[src/rtl/hsst2ad_rd_pkg.sv]
// hsst2ad_rd_pkg: shared types and constants for the hsst2ad FIFO read-side
// drain engine.
//   rd_state_t      : drain FSM state encoding (IDLE / RUN / FLUSH)
//   DFLT_DATA_WIDTH : default FIFO read data width
//   CHK_SEED        : first value of the descending-count pattern
//   CHK_SAT_RELOAD  : value the 3-bit error counter reloads once it reaches 7
package hsst2ad_rd_pkg;

  localparam int DFLT_DATA_WIDTH = 8;

  typedef enum logic [1:0] {
    ST_IDLE  = 2'd0,
    ST_RUN   = 2'd1,
    ST_FLUSH = 2'd2
  } rd_state_t;

  localparam logic [7:0] CHK_SEED       = 8'hFF;
  localparam logic [2:0] CHK_SAT_RELOAD = 3'b100;

endpackage

[src/rtl/hsst2ad_rd_skid.sv]
// hsst2ad_rd_skid: circular skid buffer that catches every read already in
// flight when the stream stalls.
//   clk, tb_rst   : clock, asynchronous active-high reset
//   clear         : drop all entries and rewind both pointers (wins over push/pop)
//   push/push_data: write one entry at the tail
//   pop           : consume the head entry
//   head          : current head entry
//   occ           : number of entries held
// DEPTH must be a power of two so the pointers wrap by plain overflow.
module hsst2ad_rd_skid #(
  parameter int DATA_WIDTH = 8,
  parameter int DEPTH      = 4,
  localparam int PW        = $clog2(DEPTH),
  localparam int CW        = PW + 1
) (
  input  logic                  clk,
  input  logic                  tb_rst,
  input  logic                  clear,
  input  logic                  push,
  input  logic [DATA_WIDTH-1:0] push_data,
  input  logic                  pop,
  output logic [DATA_WIDTH-1:0] head,
  output logic [CW-1:0]         occ
);

  logic [DATA_WIDTH-1:0] mem [DEPTH];
  logic [PW-1:0]         wr_ptr;
  logic [PW-1:0]         rd_ptr;

  always_ff @(posedge clk or posedge tb_rst) begin
    if (tb_rst) begin
      wr_ptr <= '0;
      rd_ptr <= '0;
      occ    <= '0;
      for (int i = 0; i < DEPTH; i++) mem[i] <= '0;
    end else if (clear) begin
      wr_ptr <= '0;
      rd_ptr <= '0;
      occ    <= '0;
    end else begin
      if (push) begin
        mem[wr_ptr] <= push_data;
        wr_ptr      <= wr_ptr + 1'b1;
      end
      if (pop) rd_ptr <= rd_ptr + 1'b1;
      occ <= occ + CW'(push) - CW'(pop);
    end
  end

  assign head = mem[rd_ptr];

endmodule

[src/rtl/hsst2ad_fifo_reader.sv]
// hsst2ad_fifo_reader: drains the hsst2ad async FIFO read port and presents
// the bytes as a valid/ready stream, compensating for the FIFO read latency
// (1 + OUTPUT_REG cycles) with a small skid buffer.
//   clk, tb_rst                 : read/stream clock, async active-high reset
//   fifo_rd_en/_data/_empty     : FIFO read port
//   flush                       : one-cycle request to discard all queued data
//   m_data/m_valid/m_ready      : output stream
//   busy                        : engine is in RUN or FLUSH
//   rd_count                    : stream handshakes, wraps at 2^16
//   chk_err/chk_err_cnt         : descending-pattern checker; only active
//                                 when HSST2AD_RD_CHECK_EN is defined,
//                                 otherwise tied to 0
//
// state | meaning
// IDLE  | FIFO empty, nothing buffered or in flight
// RUN   | issuing reads while buffer room remains, streaming buffer head
// FLUSH | reading FIFO to empty and dropping every returned byte
module hsst2ad_fifo_reader
  import hsst2ad_rd_pkg::*;
#(
  parameter int DATA_WIDTH = DFLT_DATA_WIDTH,
  parameter int OUTPUT_REG = 0,
  parameter int BUF_DEPTH  = 4
) (
  input  logic                  clk,
  input  logic                  tb_rst,
  output logic                  fifo_rd_en,
  input  logic [DATA_WIDTH-1:0] fifo_rd_data,
  input  logic                  fifo_rd_empty,
  input  logic                  flush,
  output logic [DATA_WIDTH-1:0] m_data,
  output logic                  m_valid,
  input  logic                  m_ready,
  output logic                  busy,
  output logic [15:0]           rd_count,
  output logic                  chk_err,
  output logic [2:0]            chk_err_cnt
);

  localparam int LAT = 1 + OUTPUT_REG;
  localparam int CW  = $clog2(BUF_DEPTH) + 1;
  localparam logic [CW:0] DEPTH_C = (CW + 1)'(BUF_DEPTH);

  rd_state_t      state_q, state_d;
  logic [LAT-1:0] tag_q;
  logic [CW-1:0]  inflight;
  logic [CW-1:0]  occ;
  logic           room;
  logic           enter_flush;
  logic           hs;
  logic           push;

  always_comb begin
    inflight = '0;
    for (int i = 0; i < LAT; i++) inflight = inflight + CW'(tag_q[i]);
  end

  // Reads in flight count against buffer space so a stall can never overrun it.
  assign room        = ({1'b0, occ} + {1'b0, inflight}) < DEPTH_C;
  assign enter_flush = flush && (state_q != ST_FLUSH);

  always_comb begin
    state_d = state_q;
    case (state_q)
      ST_IDLE:  if (!fifo_rd_empty) state_d = ST_RUN;
      ST_RUN:   if (fifo_rd_empty && inflight == '0 && occ == '0) state_d = ST_IDLE;
      ST_FLUSH: if (fifo_rd_empty && inflight == '0) state_d = ST_IDLE;
      default:  state_d = ST_IDLE;
    endcase
    if (enter_flush) state_d = ST_FLUSH;
  end

  always_ff @(posedge clk or posedge tb_rst) begin
    if (tb_rst) begin
      state_q  <= ST_IDLE;
      tag_q    <= '0;
      rd_count <= '0;
    end else begin
      state_q <= state_d;
      // Tag shifts toward the MSB; the MSB marks data valid on fifo_rd_data.
      tag_q   <= LAT'({tag_q, fifo_rd_en});
      if (hs) rd_count <= rd_count + 16'd1;
    end
  end

  assign busy       = (state_q == ST_RUN) || (state_q == ST_FLUSH);
  assign fifo_rd_en = busy && !fifo_rd_empty && ((state_q == ST_FLUSH) || room);
  assign m_valid    = (occ != '0) && (state_q != ST_FLUSH);
  // A flush request in the same cycle cancels the handshake.
  assign hs         = m_valid && m_ready && !flush;
  assign push       = tag_q[LAT-1] && (state_q != ST_FLUSH);

  hsst2ad_rd_skid #(
    .DATA_WIDTH (DATA_WIDTH),
    .DEPTH      (BUF_DEPTH)
  ) u_skid (
    .clk       (clk),
    .tb_rst    (tb_rst),
    .clear     (enter_flush),
    .push      (push),
    .push_data (fifo_rd_data),
    .pop       (hs),
    .head      (m_data),
    .occ       (occ)
  );

`ifdef HSST2AD_RD_CHECK_EN
  logic [7:0] chk_exp;
  logic       flush_exit;

  assign flush_exit = (state_q == ST_FLUSH) && (state_d == ST_IDLE);

  always_ff @(posedge clk or posedge tb_rst) begin
    if (tb_rst) begin
      chk_exp     <= CHK_SEED;
      chk_err     <= 1'b0;
      chk_err_cnt <= '0;
    end else begin
      chk_err <= hs && (8'(m_data) != chk_exp);
      if (flush_exit)  chk_exp <= CHK_SEED;
      else if (hs)     chk_exp <= chk_exp - 8'd1;
      if (chk_err) chk_err_cnt <= (chk_err_cnt == 3'b111) ? CHK_SAT_RELOAD : chk_err_cnt + 3'd1;
    end
  end
`else
  assign chk_err     = 1'b0;
  assign chk_err_cnt = 3'b000;
`endif

endmodule

[config.mk]
export PLATFORM = sky130hd
export DESIGN_NAME = hsst2ad_fifo_reader
export DESIGN_NICKNAME = d
export VERILOG_FILES = /design/src/rtl/hsst2ad_rd_pkg.sv /design/src/rtl/hsst2ad_rd_skid.sv /design/src/rtl/hsst2ad_fifo_reader.sv
export SDC_FILE = /design/constraint.sdc
export NUM_CORES = 1
export LEC_CHECK = 0
export BUFFER_PORTS_ARGS = -buffer_cell sky130_fd_sc_hd__clkbuf_2
export CORE_MARGIN = 3
export CORE_UTILIZATION = 50
export CTS_BUF_LIST = sky130_fd_sc_hd__clkbuf_8
export DETAILED_ROUTE_END_ITERATION = 8
export GPL_TIMING_DRIVEN = 0
export PLACE_DENSITY = 0.72
export SYNTH_ARGS = -nofsm -noshare
export SYNTH_HDL_FRONTEND = slang
export SYNTH_SLANG_ARGS = --single-unit
[constraint.sdc]
create_clock -name clk -period 3 [get_ports clk]
set_clock_uncertainty 0.2 [all_clocks]
set_input_delay 0.6 -clock clk [delete_from_list [all_inputs] [get_ports clk]]
set_output_delay 0.6 -clock clk [all_outputs]
set_load 0.05 [all_outputs]
Word-level counts from Yosys, hierarchy flattened
Index checks and enable logic that the tools add are counted.
- add/sub/neg operators: 6
- magnitude comparators: 4
- equal/unequal tests: 6
- mux-type cells: 16
- bitwise logic cells: 3
- reductions and logical operators: 22
- operator list (cell ; number):
    $bwmux 32 ; 1
    $mux 8 ; 3
    $add 16x1->16 const B ; 1
    $bmux 8 s2 ; 1
    $demux 8 s2 ; 1
    $mux 2 ; 8
    $logic_and 1x1->1 ; 10
    $ne 3x3->1 const B ; 3
    $ge 3x3->1 const B ; 2
    $logic_not 3->1 ; 2
    $not 2->3 ; 2
    $pmux 2 s3 ; 1
    $add 2x1->2 const B ; 2
    $add 3x1->4 ; 1
    $lt 4x3->1 const B ; 1
    $reduce_bool 2->1 ; 2
    $add 3x1->3 ; 1
    $lt 3x1->1 const B ; 1
    $mux 3 ; 1
    $reduce_and 3->1 ; 1
    $reduce_bool 3->1 ; 1
    $sub 3x1->3 ; 1
    $eq 2x1->1 const B ; 1
    $eq 2x2->1 const B ; 1
    6 further kinds ; 8
- register bits after elaboration: 58
- input bits: 13
- output and inout bits: 31
- logic and storage cells: 67

Logic depth before layout (Yosys ltp)
Gate-level depths: netlist of run 1.
- depth after elaboration: 6
- gate-level depth with buffers: 13
- depth with buffers taken out: 12

Modules after synthesis
Synthesis of run 1 repeated with hierarchy kept, for this count alone.
- cells, all modules: 203
- area total of the unflattened synthesis: 2865.2 µm²
- modules (own cells, without submodules) (module ; instances ; cells an instance ; area each (µm²) ; sequential area each (µm²)):
    hsst2ad_rd_skid ; 1 ; 113 ; 1856.8 ; 975.9
    hsst2ad_fifo_reader ; 1 ; 90 ; 1008.5 ; 475.5

Worst setup path after synthesis of run 1
OpenSTA, ideal clock, no wires.
- path kind: reg-to-output
- start: register state_q[1]
- end: output port fifo_rd_en
- data arrival time: 2221 ps
- setup slack: -21 ps
- cell stages (with the launch flop): 4
- buffers on the path: 0
- cell sequence: dfrtp_1 -> inv_1 -> ha_1 -> nor3b_1
- word-level cells in the longest chain between the ends: 4
- ends and longest elaborated chain (element ; RTL line ; source):
    from (decl) ; hsst2ad_fifo_reader.sv:44 ; rd_state_t state_q, state_d;
    from (signal assigned) ; hsst2ad_fifo_reader.sv:79 ; state_q <= state_d;
    $eq 2x1->1 / $eq 2x2->1 (equally long branches) ; hsst2ad_fifo_reader.sv:86 ; assign busy = (state_q == ST_RUN) || (state_q == ST_FLUSH);
    $logic_or 1x1->1 * ; hsst2ad_fifo_reader.sv:86 ;
    named net busy ; hsst2ad_fifo_reader.sv:34 ; output logic busy,
    $logic_and 1x1->1 * (2 in a row) ; hsst2ad_fifo_reader.sv:87 ; assign fifo_rd_en = busy && !fifo_rd_empty && ((state_q == ST_FLUSH) || room);
    to (decl) ; hsst2ad_fifo_reader.sv:27 ; output logic fifo_rd_en,
The timed path passes the listed nets; every way through them passes the cells marked *.

Worst setup path in the final report of run 1
- start: register state_q[0]
- end: register u_skid.occ[2]
- word-level cells in the longest chain between the ends: 6
- ends and longest elaborated chain (element ; RTL line ; source):
    $ne 2x2->1 ; hsst2ad_fifo_reader.sv:88 ; assign m_valid = (occ != '0) && (state_q != ST_FLUSH);
    $logic_and 1x1->1 ; hsst2ad_fifo_reader.sv:88 ;
    $logic_and 1x1->1 (2 in a row) ; hsst2ad_fifo_reader.sv:90 ; assign hs = m_valid && m_ready && !flush;
    named net hs ; hsst2ad_fifo_reader.sv:50 ; logic hs;
    $sub 3x1->3 ; hsst2ad_rd_skid.sv:46 ; occ <= occ + CW'(push) - CW'(pop);
    $mux 3 ; hsst2ad_rd_skid.sv:36 ; end else if (clear) begin
    to (signal assigned) ; hsst2ad_rd_skid.sv:46 ;
    to (decl) ; hsst2ad_rd_skid.sv:23 ; output logic [CW-1:0] occ
The timed path passes the listed nets, and every way through them passes these cells.
A chain may end at the register's enable or synchronous reset.

==> impl_results.md, run 1 <==
* Status: finished clean
* Root Buffer Master: clkbuf_8
* Worst setup SP type: flip-flop
* Number of synthesized flops with an enable pin at 0
* Crit Path Category: reg -> reg
* Min-delay worst type: in -> async
* # H-tree levels at 3
* Simple-gate portion of the synthesized area at between 10% and 20%
* Pleak at 1.67 nW
* Routed len/inst at between 10 and 15 um
* Total iterations of the first detailed-routing run at 4
* RSZ-0062 raised after global routing: no
* Unique masters post-synth at 39
* Min cycle time layout at ~2700 ps
* Crit path cell chain: inv_1 > ha_1 > buf_6 > nor2_2 > nand3_2 > inv_2 > ha_1 > inv_1 > ha_1 > inv_1 > fa_1 > xnor2_1 > nor2_1
* Cell Pwr Density at roughly 990 nW/um^2
* Die H at 81.2 um
* Fin crit share at 91.5%
* Vias per cell at ~5.2
* Core Footprint at about 5300 um^2
* Synth Area in XOR/XNOR at 5.26%
* Critical path fanouts, max at 10
* Routed vias at about 1800
* Worst-margin pin slew at 677 ps
* Synth async-reset ratio at between 90% and 100%
* Complex-gate fraction of the synthesized area at around 2.5%
* Initial Utilization at a little over half
* Post-synthesis sequential area ratio at approximately 50%
* Synth top area share at 51.3%
* DRT Wirelength at about 5 mm
* Initial antenna violation count at 0
* Total gr overflow at 0
* Dpl cells at between 300 and 400
* Mux cell area share after synthesis at a little under a fifth
* Buf/Inv on CP at 5
* Total die area at 6600 um^2
* # clock sinks at just under 60
* CTS Buf Count at 9
* Yosys warns at 0
* FP Rows at 26
* Peak Freq at about 360 MHz
* Final std cells w/o fill at 353
* Dominant combinational cell family by area after synthesis: multiplexers
* Max incr delay on CP at between 300 and 400 ps
* First-pass GRT wire length at ~8.6 mm
* Nets at 303
* Cell accounting for the most synthesized area: dfrtp_1
* IO Port Bufs at 39
* Fill cell count at ~420
* Critical path data required time at ~3000 ps
* Largest net degree at the start of global routing at 41
* Worst Setup SP: state_q[0]
* Most common library cells after synthesis: dfrtp_1, mux2_2, nand2_1, xnor2_1, nand3_1
* P&R area growth vs syn at 18.6%
* Clock Path Buffers at 2
* FF+latch count, synth at 58
* Arrival time at the worst endpoint at 2760 ps
* Reg2Reg Launch Point: state_q[0]
* Post-synth top flop: dfrtp_1
* Antenna diodes at 0
* Synthesized instance count at about 220
* Top-count cell post-synth: dfrtp_1
* Max-cap viol count at 0
* Hold Vio Cnt, Final at 0
* Initial DRC count at 26
* Rel. slew slack at about 54%
* CTS tree: done
* Register area at around 1500 um^2
* Highest-delay cell along the critical path: fa_1
* Syn_area_per_cell at 12.6 um^2
* IO Count at 44
* Die Wd at roughly 81 um
* Setup Total Neg Slack at 0 ps
* Number of global-route vias before repair at between 1500 and 2000
* Total global routing track utilization at around 18%
* Worst setup EP type: flip-flop
* Clock Pin Slew Worst Setup and Hold Paths at 60 ps
* Slew Limit Fails at 0
* Main area contributors after synthesis: dfrtp_1, mux2_2, mux4_2
* Clock latency on the worst-skew pair at about 330 ps
* Synth Area in Adders at 5.57%
* Area of the multi-input gates at 1290 um^2
* Peak supply drop at slightly below 0.7 mV
* CP delay by family, top: adder cells
* Endpoints failing setup at 0
* Final Wtd Congestion at 0.790
* Hold buffer count at CTS at 0
* HPWL after DPL at ~3.7 mm
* Share of layout cells above drive strength 1 at about two fifths
* # DRC at 0
* Post-Syn Area at around 2800 um^2
* Number of nets with antenna violations after routing at 0
## sequential cells by signal, summed over array words and instances, names as in the netlist
register	count
tag_q	1
u_skid.rd_ptr	2
u_skid.occ	3
state_q	2
rd_count	16
u_skid.wr_ptr	2
u_skid.mem	32
## metal layers
layer | share of wire (%) | vias up | track usage [%]
met4 | 0.79 | 0 | 5.74
met5 | 0 | - | 0
met1 | 45 | 912 | 22.0
met3 | 6.5 | 7 | 7.10
li1 | - | 876 | -
met2 | 48 | 43 | 27.6
## repair_timing
action | in CTS | in global routing
resized for setup | 0 | 1
buffers inserted | 0 | 0
endpoints found under the setup margin | 0 | 2
## per-stage QoR
step / hold WS, ps / setup slack, ps / utilization (%) / power, mW / instance area, um^2
2_1_floorplan: 275 / 459 / - / 2.34 / 2850
3_3_place_gp: 255 / 60.9 / 59.0 / 2.60 / 3130
3_5_place_dp: 260 / 121 / 59.4 / 2.64 / 3150
4_1_cts: 37.9 / 94.1 / 63.2 / 3.38 / 3350
5_1_grt: 63.8 / 50.7 / 63.3 / 3.56 / 3360
6_report: 49.3 / 256 / 63.3 / 3.33 / 3360
## final timing paths
| path | endpoint | slack [ps] | cells past startpoint |
|---|---|---|---|
| worst max-delay path | u_skid.occ[2] | 260 | 13 |
| worst min-delay path | rd_count[15] | 50 | 2 |
| worst max register to register | u_skid.occ[2] | 260 | 13 |
| worst min register to register | rd_count[15] | 270 | 1 |
| max in group asynchronous | u_skid.mem[26] | 1990 | 3 |
| min in group clk | rd_count[15] | 270 | 1 |
## where the power goes
| group | internal, mW | leakage [nW] | total, mW | switching [mW] |
|---|---|---|---|---|
| Sequential | 1.00 | 0.767 | 1.15 | 0.149 |
| Clock | 0.424 | 0.105 | 0.722 | 0.299 |
| Combinational | 0.546 | 0.796 | 1.46 | 0.912 |
| Total | 1.97 | 1.67 | 3.33 | 1.36 |
## cells in the final DEF, fill, tap and decap left out, drive strengths merged, types with 5 or more instances in the layout
master,instances
dfrtp,58
clkbuf,52
mux2,32
nand2,14
xnor2,14
nand3,13
ha,11
buf,11
nor2,10
inv,10
mux4,8
and3,6
nor3,5
## logic make-up after synthesis
logic type,after synthesis
other cells,1
buf+inv,22
simple gates,63
flops,58
fa+ha+maj,12
compound gates,11
mux,40
xor+xnor,17
## layout make-up
class	count	area share (%)
Inverter	10	1.12
Multi-Input combinational cell	147	38.3
Clock buffer	11	4.51
Clock inverter	5	1.57
Buffer	12	2.20
Tap cell	70	2.61
Sequential cell	58	43.3
Timing Repair Buffer	40	6.41
Power figures use the tool's default switching activity.
==> inputs of run 2 (changes only) <==
--- a/config.mk
+++ b/config.mk
@@ -10,7 +10,6 @@
 export CORE_UTILIZATION = 50
 export CTS_BUF_LIST = sky130_fd_sc_hd__clkbuf_8
 export DETAILED_ROUTE_END_ITERATION = 8
-export GPL_TIMING_DRIVEN = 0
 export PLACE_DENSITY = 0.72
 export SYNTH_ARGS = -nofsm -noshare
 export SYNTH_HDL_FRONTEND = slang
==> impl_results.md, run 2 (same netlist as run 1, synthesis figures left out) <==
* Hold Vio Cnt, Final at 0
* FP Rows at 26
* DRT Wirelength at just over 5 mm
* Root Buffer Master: clkbuf_8
* # clock sinks at 58
* Final std cells w/o fill at roughly 340
* Post_cts resized at 0
* Nets at slightly below 300
* Clock Pin Slew Worst Setup and Hold Paths at about 60 ps
* Cell Pwr Density at 980 nW/um^2
* Share of layout cells above drive strength 1 at ~38%
* Critical path data required time at around 2200 ps
* Initial DRC count at between 70 and 80
* Largest register by flop count: u_skid.mem
* Core Footprint at about 5300 um^2
* Setup Total Neg Slack at 0 ps
* Rel. slew slack at 55.5%
* Total gr overflow at 0
* Peak supply drop at around 0.69 mV
* Max FFs per register at 32
* Most common cell after layout, fill and taps aside: dfrtp_1
* CTS tree: done
* Total global routing track utilization at between 15 and 20%
* Max-cap viol count at 0
* CTS Buf Count at 9
* IO Count at between 40 and 50
* Total die area at 6600 um^2
* Total iterations of the first detailed-routing run at 4
* Clock latency on the worst-skew pair at 330 ps
* Largest net degree at the start of global routing at 32
* Routed len/inst at between 10 and 15 um
* Peak Freq at roughly 370 MHz
* IO Port Bufs at 39
* Slew Limit Fails at 0
* Worst setup SP type: flip-flop
* Hold buffer count at CTS at 0
* Vias per cell at 5.16
* Met3 Usage GRT at approximately 6.7%
* Endpoints failing setup at 0
* Initial antenna violation count at 0
* Met1 Use GR at between 20% and 30%
* Number of nets with antenna violations after routing at 0
* # H-tree levels at 3
* Commonest cells after routing, fill and taps aside: dfrtp_1, clkbuf_2, mux2_2, nand2_1, xnor2_1
* Number of global-route vias before repair at ~1800
* Min-delay worst type: in -> async
* Dpl cells at roughly 330
* Critical path fanouts, max at 11
* Status: finished clean
* # Post-CTS Setup Buffers at 0
* P&R area growth vs syn at 15.0%
* Largest registers: u_skid.mem x32, rd_count x16, u_skid.occ x3
* RSZ-0062 raised after global routing: no
* Antenna diodes at 0
* Min cycle time layout at roughly 2700 ps
* Crit Path Category: reg -> out
* HPWL after DPL at 3.61 mm
* Die H at about 80 um
* Most Crowded Layer GR: met2
* Final Wtd Congestion at between 0.7 and 0.8
* # DRC at 0
* Routed vias at 1771
* Fin crit share at between 80% and 90%
* First-pass GRT wire length at about 8.4 mm
* Initial Utilization at between 50% and 60%
* M2 GR Usage at around a quarter
* Arrival time at the worst endpoint at around 1900 ps
* Worst-margin pin slew at about 670 ps
* Clock Path Buffers at 2
* Die Wd at 81.2 um
* Pleak at 1.61 nW
* Worst setup EP type: output pin
## run 2: changes by cell type in the layout (fill, tap and decap cells not counted), moves of 2 or more
cell      delta
clkbuf_1     -2
buf_4        -2
inv_1        +3
buf_2        -5
## run 2: layout make-up
class | count | area, um^2
multi-input cells | 147 | 1280
flip-flops and latches | 58 | 1450
fillers | 446 | 2050
clock inverters | 6 | 26.3
repair buffers | 42 | 230
inverters | 10 | 37.5
well taps | 70 | 87.6
clock buffers | 10 | 138
## run 2: worst paths after layout
kind / from / to / slack [ps] / cells past startpoint
min reg2reg: rd_count[15] / rd_count[15] / 270 / 1
min: tb_rst / rd_count[15] / 140 / 2
max in group asynchronous: tb_rst / u_skid.mem[8] / 1860 / 3
max: u_skid.rd_ptr[0] / m_data[7] / 320 / 2
max reg2reg: state_q[0] / u_skid.occ[2] / 450 / 12
min in group clk: rd_count[15] / rd_count[15] / 270 / 1
## run 2: stage by stage
stage               setup slack (ps)  hold slack (ps)  area, um^2  util, %  total power, mW
floorplan                        459              275        2850        -             2.34
global placement                 492              260        3090     58.3             2.59
detailed placement               455              255        3090     58.3             2.63
CTS                              270              158        3250     61.4             3.23
global route                     181              188        3250     61.4             3.40
finish                           316              145        3250     61.4             3.19
## run 2: power by group
| part | switching, mW | leakage, nW | internal, mW |
|---|---|---|---|
| Sequential | 0.207 | 0.767 | 1.00 |
| Combinational | 0.853 | 0.748 | 0.536 |
| Clock | 0.282 | 0.0996 | 0.308 |
| Total | 1.34 | 1.61 | 1.85 |
## run 2: routing by layer
layer | up-vias | routed length [um]
li1 | 855 | -
met1 | 862 | 2390
met2 | 47 | 2330
met3 | 7 | 252
met4 | 0 | 76
met5 | - | 0
## run 2: critical path, cell delays in order (launching register included)
cell and delay, ps:
dfrtp_1 710, mux4_2 590, clkbuf_2 250
